--- config.mk ---
export PLATFORM = sky130hd
export DESIGN_NAME = multi_pager_flat
export DESIGN_NICKNAME = d
export VERILOG_FILES = /design/src/rtl/multi_pager_if.sv /design/src/rtl/multi_pager.sv /design/src/flat_wrapper.sv
export SDC_FILE = /design/constraint.sdc
export NUM_CORES = 1
export LEC_CHECK = 0
export BUFFER_PORTS_ARGS = -buffer_cell sky130_fd_sc_hd__buf_2
export CAP_MARGIN = 0
export CORE_MARGIN = 3
export CORE_UTILIZATION = 46
export DETAILED_ROUTE_END_ITERATION = 8
export PLACE_DENSITY = 0.71
export SYNTH_ARGS = -nofsm -noshare
export SYNTH_HDL_FRONTEND = slang
export SYNTH_SLANG_ARGS = --single-unit
--- constraint.sdc ---
create_clock -name clk -period 9.2 [get_ports clk]
set_clock_uncertainty 0.15 [all_clocks]
set_input_delay 0.46 -clock clk [delete_from_list [all_inputs] [get_ports clk]]
set_output_delay 0.46 -clock clk [all_outputs]
set_load 0.02 [all_outputs]
--- src/rtl/multi_pager_if.sv ---
// Pager bus: per-channel lines and acknowledges in, alarms and shared status out.
interface multi_pager_if #(
    parameter int CHANNELS = 4,
    parameter int EVT_W    = 8
);
    localparam int FCH_W = (CHANNELS > 1) ? $clog2(CHANNELS) : 1;

    logic [CHANNELS-1:0] x;
    logic [CHANNELS-1:0] ack;
    logic [CHANNELS-1:0] z;
    logic                any_z;
    logic [FCH_W-1:0]    first_ch;
    logic [EVT_W-1:0]    alarm_cnt;

    modport master (output x, ack, input z, any_z, first_ch, alarm_cnt);
    modport slave  (input x, ack, output z, any_z, first_ch, alarm_cnt);
endinterface

--- src/rtl/multi_pager.sv ---
// Multi-channel pager: per-channel zero-run detector with latched or
// self-clearing alarms, plus shared any/first/event-count status.
module multi_pager #(
    parameter int CHANNELS = 4,
    parameter int RUN_LEN  = 3,
    parameter bit STICKY   = 1'b1,
    parameter int EVT_W    = 8
) (
    input  logic         clk,
    input  logic         rst,
    multi_pager_if.slave bus
);
    localparam int CNT_W = $clog2(RUN_LEN + 1);
    localparam int FCH_W = (CHANNELS > 1) ? $clog2(CHANNELS) : 1;
    localparam int SUM_W = EVT_W + $clog2(CHANNELS + 1);
    localparam logic [CNT_W-1:0] LAST    = CNT_W'(RUN_LEN - 1);
    localparam logic [SUM_W-1:0] CNT_MAX = {{(SUM_W-EVT_W){1'b0}}, {EVT_W{1'b1}}};

    typedef enum logic {IDLE = 1'b0, ALARM = 1'b1} state_e;

    logic [CHANNELS-1:0] z_q;
    logic [CHANNELS-1:0] enter;

    for (genvar g = 0; g < CHANNELS; g++) begin : g_ch
        state_e           state;
        logic [CNT_W-1:0] cnt;

        // The run completes on this edge when the last missing zero arrives.
        assign enter[g] = (state == IDLE) && !bus.x[g] && (cnt == LAST);
        assign z_q[g]   = (state == ALARM);

        // NOTE: sequential state uses non-blocking assignments so every
        // register samples pre-edge values regardless of statement order.
        always_ff @(posedge clk or negedge rst) begin
            if (!rst) begin
                state <= IDLE;
                cnt   <= '0;
            end else begin
                case (state)
                    IDLE: begin
                        if (bus.x[g]) begin
                            cnt <= '0;
                        end else if (enter[g]) begin
                            state <= ALARM;
                            cnt   <= '0;
                        end else begin
                            cnt <= cnt + 1'b1;
                        end
                    end
                    ALARM: begin
                        cnt <= '0;
                        if (bus.ack[g] || (!STICKY && bus.x[g])) begin
                            state <= IDLE;
                        end
                    end
                    default: begin
                        state <= IDLE;
                        cnt   <= '0;
                    end
                endcase
            end
        end
    end

    // Number of channels raising an alarm on this edge.
    logic [SUM_W-1:0] n_enter;
    logic [SUM_W-1:0] cnt_sum;

    // NOTE: every always_comb output gets a default first so no latch is inferred.
    always_comb begin
        n_enter = '0;
        for (int i = 0; i < CHANNELS; i++) begin
            n_enter = n_enter + SUM_W'(enter[i]);
        end
        cnt_sum = {{(SUM_W-EVT_W){1'b0}}, bus.alarm_cnt} + n_enter;
    end

    always_ff @(posedge clk or negedge rst) begin
        if (!rst) begin
            bus.alarm_cnt <= '0;
        end else if (cnt_sum > CNT_MAX) begin
            bus.alarm_cnt <= {EVT_W{1'b1}};
        end else begin
            bus.alarm_cnt <= cnt_sum[EVT_W-1:0];
        end
    end

    // Lowest index wins: scan downward so the last match is the lowest one.
    logic [FCH_W-1:0] first_idx;

    always_comb begin
        first_idx = '0;
        for (int i = CHANNELS - 1; i >= 0; i--) begin
            if (z_q[i]) begin
                first_idx = FCH_W'(i);
            end
        end
    end

    assign bus.z        = z_q;
    assign bus.any_z    = |z_q;
    assign bus.first_ch = first_idx;

endmodule

--- src/flat_wrapper.sv ---
// flat-port wrapper written by rule: the top's interface ports become plain ports
module multi_pager_flat 
#(
    parameter int CHANNELS = 4,
    parameter int RUN_LEN  = 3,
    parameter bit STICKY   = 1'b1,
    parameter int EVT_W    = 8
)
  (clk, rst, bus_x, bus_ack, bus_z, bus_any_z, bus_first_ch, bus_alarm_cnt);
  multi_pager_if #(.CHANNELS(CHANNELS), .EVT_W(EVT_W)) bus_i ();
  input  logic clk;
  input  logic rst;
  input wire logic [$bits(bus_i.x)-1:0] bus_x;
  input wire logic [$bits(bus_i.ack)-1:0] bus_ack;
  output wire logic [$bits(bus_i.z)-1:0] bus_z;
  output wire logic [$bits(bus_i.any_z)-1:0] bus_any_z;
  output wire logic [$bits(bus_i.first_ch)-1:0] bus_first_ch;
  output wire logic [$bits(bus_i.alarm_cnt)-1:0] bus_alarm_cnt;
  assign bus_i.x = bus_x;
  assign bus_i.ack = bus_ack;
  assign bus_z = bus_i.z;
  assign bus_any_z = bus_i.any_z;
  assign bus_first_ch = bus_i.first_ch;
  assign bus_alarm_cnt = bus_i.alarm_cnt;
  multi_pager #(.CHANNELS(CHANNELS), .RUN_LEN(RUN_LEN), .STICKY(STICKY), .EVT_W(EVT_W)) u_core (.clk(clk), .rst(rst), .bus(bus_i));
endmodule
Word level (Yosys, flattened, before mapping)
Cells that the tools add are included.

Bitwise logic cells: 4. Reductions and logical operators: 13. Add/subtract/negate cells: 8. Magnitude comparators: 1. Multiplexer cells: 33. Eq/ne operators: 4.

Operators by type and width (number): two-way mux 2 bit (12); adder 11 x 1 -> 11 bit (2); one-hot mux 2 bit (2 select lines) (4); two-way mux 1 bit (12); adder 8 x 11 -> 11 bit (1); greater-than comparator 11 x 8 -> 1 bit (second input constant) (1); adder 2 x 1 -> 2 bit (second input constant) (4); == test 2 bit (second input constant) (4); logical AND 1 bit (8); two-way mux 8 bit (1); one-hot mux 1 bit (2 select lines) (4); zero test 1 bit (4); inverter 1 bit (4); OR reduction 4 bit (1); adder 1 x 1 -> 2 bit (1).

Input bits: 10. Register bits after elaboration: 20. Output and inout port bits: 15. Logic and storage cells: 72.

Logic depth before layout (Yosys ltp)
Gate-level depths: netlist (run 1).

Depth after elaboration: 9. Mapped depth: 8. Gate-level depth less buffers: 8.

Worst setup path before layout (run 1)
Ideal clock, no wire load.

Path type: input to register. From: input bus_x[0]. To: register u_core.bus.alarm_cnt[5]. Arrival: 2875 ps. Buffers on the path: 0. Required time: 8922 ps. Stages: 8. Setup time: 128 ps. Slack: 6047 ps. Path through: nor4b_1 ha_1 fa_1 ha_1 fa_1 a21oi_2 o21ai_0 mux2_1.

Word-level cells in the longest chain between the ends: 9.

RTL lines: start: declaration (RTL line flat_wrapper.sv:13) `input wire logic [$bits(bus_i.x)-1:0] bus_x;`; zero test 1 bit * (RTL line multi_pager.sv:29) `assign enter[g] = (state == IDLE) && !bus.x[g] && (cnt == LAST);`; logical AND 1 bit * (2 in a row) (RTL line multi_pager.sv:29); adder 1 x 1 -> 2 bit * (RTL line multi_pager.sv:73) `n_enter = n_enter + SUM_W'(enter[i]);`; adder 11 x 1 -> 11 bit * (2 in a row) (RTL line multi_pager.sv:73); adder 8 x 11 -> 11 bit * (RTL line multi_pager.sv:75) `cnt_sum = {{(SUM_W-EVT_W){1'b0}}, bus.alarm_cnt} + n_enter;`; greater-than comparator 11 x 8 -> 1 bit (RTL line multi_pager.sv:81) `end else if (cnt_sum > CNT_MAX) begin`; two-way mux 8 bit * (RTL line multi_pager.sv:81); end signal: assignment (RTL line multi_pager.sv:82) `bus.alarm_cnt <= {EVT_W{1'b1}};`; end signal: assignment (RTL line multi_pager.sv:84) `bus.alarm_cnt <= cnt_sum[EVT_W-1:0];`; end: declaration (RTL line multi_pager_if.sv:16) `modport slave (input x, ack, output z, any_z, first_ch, alarm_cnt);`.

Mark *: on every way between the ends. The rest lies on a longest branch, timed or not.

Final worst setup path (run 1)
From: register u_core.g_ch[0].state. To: register u_core.bus.alarm_cnt[5].

Word-level cells in the longest chain between the ends: 9.

RTL lines: start: declaration (RTL line multi_pager.sv:25) `state_e state;`; start signal: assignment (RTL line multi_pager.sv:36) `state <= IDLE;`; start signal: assignment (RTL line multi_pager.sv:44) `state <= ALARM;`; start signal: assignment (RTL line multi_pager.sv:53) `state <= IDLE;`; inverter 1 bit *; logical AND 1 bit * (2 in a row) (RTL line multi_pager.sv:29); adder 1 x 1 -> 2 bit * (RTL line multi_pager.sv:73); adder 11 x 1 -> 11 bit * (2 in a row) (RTL line multi_pager.sv:73); adder 8 x 11 -> 11 bit * (RTL line multi_pager.sv:75); greater-than comparator 11 x 8 -> 1 bit (RTL line multi_pager.sv:81); two-way mux 8 bit * (RTL line multi_pager.sv:81).

Marked as above.

==> flow_metrics.py, run 1 <==
metrics = {
    "route": {
        "vias": 719,
        "wl_um": 1760,
        "drt_first_pass_iters": 4,
        "routed_via_density": 5.29,
        "drc": 0,
        "drt-initial-drc-count": 3,
        "wire_per_inst_um": 12.9,
        "antenna_left": 0,
    },
    "yosys": {
        "yosys.area.top_type": "dfrtp_1",
        "syn_avg_cell_area_um2": 12.0,
        "syn_nets": 101,
        "syn_inst": 84,
        "synth_seq_cells": 20,
        "synth_cell_type_count": 28,
        "synth_top_area_share_pct": 49.8,
        "synth_seq_area_share_pct": 49.8,
        "yosys_warnings": 0,
        "yosys-top-cells-area": "dfrtp_1 (50%), ha_1 (6.2%), nor4b_1 (6.1%), fa_1 (4.0%), mux2_1 (3.4%)",
        "netlist_area_um2": 1000,
    },
    "setup_path": {
        "worstRegToRegCells": 8,
        "r2r-end": "u_core.bus.alarm_cnt[5]$_DFF_PN0_",
        "cp-end-kind": "flop",
        "critPathSlowestCell": "dfrtp_1",
        "r2r_start": "u_core.g_ch[0].state$_DFF_PN0_",
        "worst-path-buf-inv": 0,
        "slowest_delay_ns": 0.47,
        "endpoint": "u_core.bus.alarm_cnt[5]$_DFF_PN0_",
        "path_cells": "nor4b_1 -> ha_1 -> fa_1 -> ha_1 -> fa_1 -> a21oi_2 -> o21ai_0 -> mux2_1",
        "crit_family": "adder cells",
        "critical_path_class": "flop to flop",
        "setup.reg_to_reg.worst_slack_ns": 5.91,
        "worstPathArrival_ns": 3.33,
        "crit_path_start": "u_core.g_ch[0].state$_DFF_PN0_",
        "crit_cells": 8,
        "path_max_fanout": 8,
        "critPathRequiredTime_ns": 9.24,
        "critPathLaunchType": "flop",
    },
    "place": {
        "place_congestion": 0.803,
        "dp_hpwl_um": 1400,
        "io_buffers": 24,
        "dpl_cell_area_um2": 1130,
    },
    "sta": {
        "setup_violations": 0,
        "clock.fmax_mhz": 304,
        "worstMarginPinSlew_ns": 0.523,
        "period_share_pct": 35.8,
        "slew-limit-headroom_pct": 64.6,
        "finalSetupTns_ns": 0,
        "drv_slew": 0,
        "finalHoldViolations": 0,
        "fin_crit_ns": 3.29,
        "rsz0062_at_grt": "no",
    },
    "grt": {
        "antenna_found_initial": 0,
        "grt_pass1_vias": 706,
        "gr-total-overflow": 0,
        "grt_max_degree": 21,
        "grt_use_total_pct": 15.5,
        "grt_pass1_wl_um": 3090,
    },
    "final_layout": {
        "design_area_um2": 1170,
        "final_core_util_pct": 58.1,
        "num_antenna_cells": 0,
        "final_common_cell": "buf_2",
        "synthToLayoutAreaGrowth_pct": 16.9,
        "final_cell_mix": "buf_2 (24), dfrtp_1 (20), nor4b_1 (7)",
        "layout-drive-gt1-share_pct": 31.2,
        "nNetsFinal": 127,
    },
    "clock_tree": {
        "hold_buffers": 1,
        "cts_made_buffers": 3,
        "insertion_delay_ns": 0.29,
        "cts-htree-levels": 1,
        "post_cts_resized": 0,
        "clock-sinks": 20,
        "ctsRootBufferMaster": "clkbuf_4",
        "cts.clk_slew.worst_paths_ns": 0.11,
        "cts_setup_buffers": 0,
        "cts_buffer_depth": 2,
        "cts_tree": "yes",
    },
    "power": {
        "power_mw": 0.252,
        "power.density_nw_per_um2": 214,
        "vdd.ir_drop.worst_v": 0.000117,
        "power.leakage_nw": 0.604,
    },
    "die": {
        "start_util_pct": 49.7,
        "fp-row-count": 16,
        "die-area_um2": 2780,
        "pin_count": 25,
        "coreArea_um2": 2020,
        "die_h_um": 52.7,
        "dieWidth_um": 52.7,
    },
    "min_path": {
        "min_path_type": "input pin to flop",
    },
    "run_status": {
        "status": "finished clean",
    },
    "job": {
        "drv_cap": 0,
    },
}
==> sequential cells by signal, indices dropped and copies added (netlist names) <==
name,cells
u_core.bus.alarm_cnt,8
u_core.g_ch.cnt,8
u_core.g_ch.state,4
==> per-layer routing <==
layer	GRT usage (%)	up-vias	wire length, um
met1	20.0	344	783
met3	2.56	4	79
met2	24.4	18	855
met4	8.94	0	38
met5	0	-	0
li1	-	353	-
==> kinds of logic after synthesis <==
logic type	after synthesis	share of synthesized area [%]
XOR/XNOR	1	0.872
AO/OA/AOI/OAI	11	9.21
AND/OR/NAND/NOR	34	22.0
multiplexers	3	3.36
flip-flops	20	49.8
adder cells (fa/ha/maj)	7	10.2
buffers and inverters	8	4.48
==> worst min-delay path by stage <==
stage / startpoint / end / slack (ns) / cells past startpoint
2_1_floorplan: rst / u_core.bus.alarm_cnt[0]$_DFF_PN0_ / 0.01 / 0
3_3_place_gp: rst / u_core.g_ch[2].cnt[0]$_DFF_PN0_ / 0.28 / 1
3_5_place_dp: rst / u_core.g_ch[2].cnt[0]$_DFF_PN0_ / 0.29 / 1
4_1_cts: bus_ack[2] / u_core.g_ch[2].state$_DFF_PN0_ / 0.18 / 2
5_1_grt: bus_ack[2] / u_core.g_ch[2].state$_DFF_PN0_ / 0.17 / 2
6_report: bus_ack[2] / u_core.g_ch[2].state$_DFF_PN0_ / 0.19 / 2
==> power by group <==
group	leakage [nW]	switching [mW]	internal, mW
sequential	0.263	0.0137	0.104
clock	0.0210	0.0249	0.0241
combinational	0.320	0.0493	0.0359
total	0.604	0.0879	0.164
==> cell usage after synthesis <==
cell type / count
dfrtp_1: 20
nor4b_1: 7
nand2_1: 6
ha_1: 5
nor2_1: 5
buf_4: 4
inv_1: 4
nor4_1: 4
a21o_1: 3
mux2_1: 3
nand2b_1: 3
fa_1: 2
nor3_1: 2
nor3b_1: 2
a211oi_4: 1
a21oi_1: 1
a21oi_2: 1
a2bb2oi_1: 1
nand3_1: 1
nor2b_1: 1
nor4_2: 1
nor4b_2: 1
o21ai_0: 1
o21ai_1: 1
o21ba_2: 1
o21bai_1: 1
or3_4: 1
xnor2_1: 1
==> per-stage QoR <==
stage               hold WS [ns]  std cells  setup slack, ns
floorplan                 0.0144         84             6.05
global placement           0.277        131             5.80
detailed placement         0.287        131             5.75
CTS                        0.180        136             5.89
global route               0.167        136             5.70
finish                     0.190        136             5.91
==> worst register-to-register path: cells and delay by family, from the launching register on <==
family                   cells  cell delay, ns
AO/OA/AOI/OAI                2            0.41
adder cells (fa/ha/maj)      4            1.47
flip-flops                   1            0.47
multiplexers                 1            0.29
AND/OR/NAND/NOR              1            0.39
==> layout make-up <==
class                      instances  area (um^2)
fill                             191          847
sequential                        20          500
multi-input combinational         56          459
timing repair buffer              25          130
clock buffer                       4         36.3
tap                               27         33.8
inverter                           4         15.0
(Power assumes the default switching activity.)
==> inputs of run 2 (changes only) <==
--- a/config.mk
+++ b/config.mk
@@ -10,7 +10,7 @@
 export CORE_MARGIN = 3
 export CORE_UTILIZATION = 46
 export DETAILED_ROUTE_END_ITERATION = 8
-export PLACE_DENSITY = 0.71
+export PLACE_DENSITY = 0.73
 export SYNTH_ARGS = -nofsm -noshare
 export SYNTH_HDL_FRONTEND = slang
 export SYNTH_SLANG_ARGS = --single-unit
==> constraint.sdc (replaced) <==
create_clock -name clk -period 2.8 [get_ports clk]
set_clock_uncertainty 0.15 [all_clocks]
set_input_delay 0.14 -clock clk [delete_from_list [all_inputs] [get_ports clk]]
set_output_delay 0.14 -clock clk [all_outputs]
set_load 0.02 [all_outputs]
==> flow_metrics.py, run 2 (same netlist as run 1, synthesis figures left out) <==
metrics = {
    "die": {
        "dieWidth_um": 52.7,
        "fp-row-count": 16,
        "start_util_pct": 49.7,
        "die-area_um2": 2780,
        "die_h_um": 52.7,
        "pin_count": 25,
        "coreArea_um2": 2020,
    },
    "route": {
        "vias": 786,
        "drt-initial-drc-count": 3,
        "drt_first_pass_iters": 4,
        "wire_per_inst_um": 12.9,
        "routed_via_density": 5.04,
        "wl_um": 2020,
        "drc": 0,
        "antenna_left": 0,
    },
    "sta": {
        "period_share_pct": 103,
        "clock.fmax_mhz": 345,
        "rsz0062_at_grt": "yes",
        "finalHoldViolations": 0,
        "slew-limit-headroom_pct": 64.6,
        "layout_setup_ws_ns": -0.0963,
        "finalSetupTns_ns": -0.517,
        "setup_violations": 7,
        "fin_crit_ns": 2.90,
        "worstMarginPinSlew_ns": 0.524,
        "drv_slew": 0,
    },
    "grt": {
        "gr-total-overflow": 0,
        "grt_pass1_vias": 818,
        "grt_use_total_pct": 17.7,
        "grt_max_degree": 21,
        "antenna_found_initial": 0,
        "grt_pass1_wl_um": 3520,
    },
    "final_layout": {
        "final_cells": 156,
        "synthToLayoutAreaGrowth_pct": 38.5,
        "num_antenna_cells": 0,
        "seqCellArea_um2": 502,
        "layout-drive-gt1-share_pct": 40.3,
        "final_common_cell": "buf_2",
        "nNetsFinal": 147,
        "top_regs": "u_core.bus.alarm_cnt x8, u_core.g_ch.cnt x8, u_core.g_ch.state x4",
        "num-fill-cells": 157,
        "multi_input_area_um2": 512,
        "final_cell_mix": "buf_2 (24), dfrtp_1 (19), buf_4 (11)",
    },
    "power": {
        "power.leakage_nw": 0.694,
        "vdd.ir_drop.worst_v": 0.000428,
        "power.density_nw_per_um2": 617,
        "seqPwrFrac_pct": 44.7,
        "internal_power_mw": 0.549,
        "share_comb_of_total_power_pct": 38.8,
        "swShare_pct": 36.1,
        "clkPwrFrac_pct": 16.5,
        "power_switching_mw": 0.310,
    },
    "clock_tree": {
        "cts_buffer_depth": 2,
        "cts-htree-levels": 1,
        "cts_tree": "yes",
        "clock-sinks": 20,
        "ctsRootBufferMaster": "clkbuf_4",
        "cts_made_buffers": 3,
        "insertion_delay_ns": 0.30,
        "cts.clk_slew.worst_paths_ns": 0.11,
    },
    "place": {
        "place_congestion": 0.733,
        "dp_slack_ns": -0.123,
        "io_buffers": 24,
        "place_inst": 141,
        "dp_hpwl_um": 1500,
    },
    "run_status": {
        "status": "finished with violations",
        "violations": "negative setup slack",
    },
    "setup_path": {
        "critPathLaunchType": "flop",
        "critPathSlowestCell": "fa_1",
        "critical_path_class": "flop to flop",
        "worstPathArrival_ns": 2.94,
        "path_max_fanout": 4,
        "path_cells": "nor4b_4 -> ha_1 -> fa_1 -> ha_2 -> fa_2 -> a21oi_4 -> o21ai_0 -> mux2_1",
        "slowest_delay_ns": 0.47,
        "critPathRequiredTime_ns": 2.84,
        "cp-end-kind": "flop",
    },
    "min_path": {
        "min_path_type": "input pin to flop",
    },
    "job": {
        "drv_cap": 0,
    },
}
run 2: cell types whose count changed in the layout (fill, tap and decap cells not counted), moves of 2 or more:
cell,before,now
nor4b_4,0,2
buf_4,0,11
mux2_4,0,2
dlygate4sd3_1,1,10
mux2_1,3,1
run 2: metal layers:
layer | up-vias | routed length (um) | track usage (%)
met3 | 6 | 87 | 3.13
met1 | 374 | 861 | 21.6
li1 | 389 | - | -
met2 | 17 | 1010 | 28.9
met5 | - | 0 | 0
met4 | 0 | 54 | 10.6
run 2: path summary, 6_finish.rpt:
kind / to / slack (ns) / start / cells after the start
max: u_core.bus.alarm_cnt[5]$_DFF_PN0_ / -0.1 / u_core.g_ch[1].state$_DFF_PN0_ / 8
min: u_core.g_ch[1].state$_DFF_PN0_ / 0.03 / bus_x[1] / 3
max reg2reg: u_core.bus.alarm_cnt[5]$_DFF_PN0_ / -0.1 / u_core.g_ch[1].state$_DFF_PN0_ / 8
min reg2reg: u_core.g_ch[2].cnt[0]$_DFF_PN0_ / 0.31 / u_core.g_ch[2].cnt[0]$_DFF_PN0_ / 1
max in group asynchronous: u_core.g_ch[1].state$_DFF_PN0_ / 2.03 / rst / 2
min in group asynchronous: u_core.bus.alarm_cnt[2]$_DFF_PN0_ / 0.15 / rst / 2
run 2: through the flow:
step           hold slack, ns  cell area (um^2)  utilization (%)  total power, mW
3_5_place_dp          -0.0385              1240             61.1            0.705
4_1_cts                0.0111              1370             67.6            0.865
3_3_place_gp          -0.0457              1240             61.1            0.697
5_1_grt               0.00744              1390             68.8            0.936
6_report               0.0298              1390             68.8            0.859
2_1_floorplan          -0.306              1040                -            0.601
run 2: power by group through the flow:
stage                     combinational (mW)  clock [mW]  sequential [mW]
after floorplan                        0.174           0            0.427
after global placement                 0.311           0            0.386
after detailed placement               0.316           0            0.389
after CTS                              0.334       0.147            0.383
after global routing                   0.375       0.165            0.396
final                                  0.333       0.142            0.384
run 2: critical path: cells and delay by family, from the launching register on:
kind	cells	cell delay, ns
compound gates	2	0.27
fa+ha+maj	4	1.34
flops	1	0.44
mux	1	0.30
simple gates	1	0.28
run 2: timing repair:
| item | 4_1_cts | 5_1_grt |
|---|---|---|
| setup endpoints to repair | 8 | 8 |
| cloned | 0 | 0 |
| hold endpoints to repair | 32 | 0 |
| resized for setup | 1 | 3 |
| hold buffers | 10 | 0 |
| setup buffers | 0 | 1 |
| pin swaps | 3 | 1 |
run 2: layout make-up:
class                   count  share of cell area, %
multi-input cells          56                   36.8
flip-flops and latches     20                   36.1
repair buffers             45                   21.8
well taps                  27                   2.43
clock buffers               4                   1.89
inverters                   4                   1.08
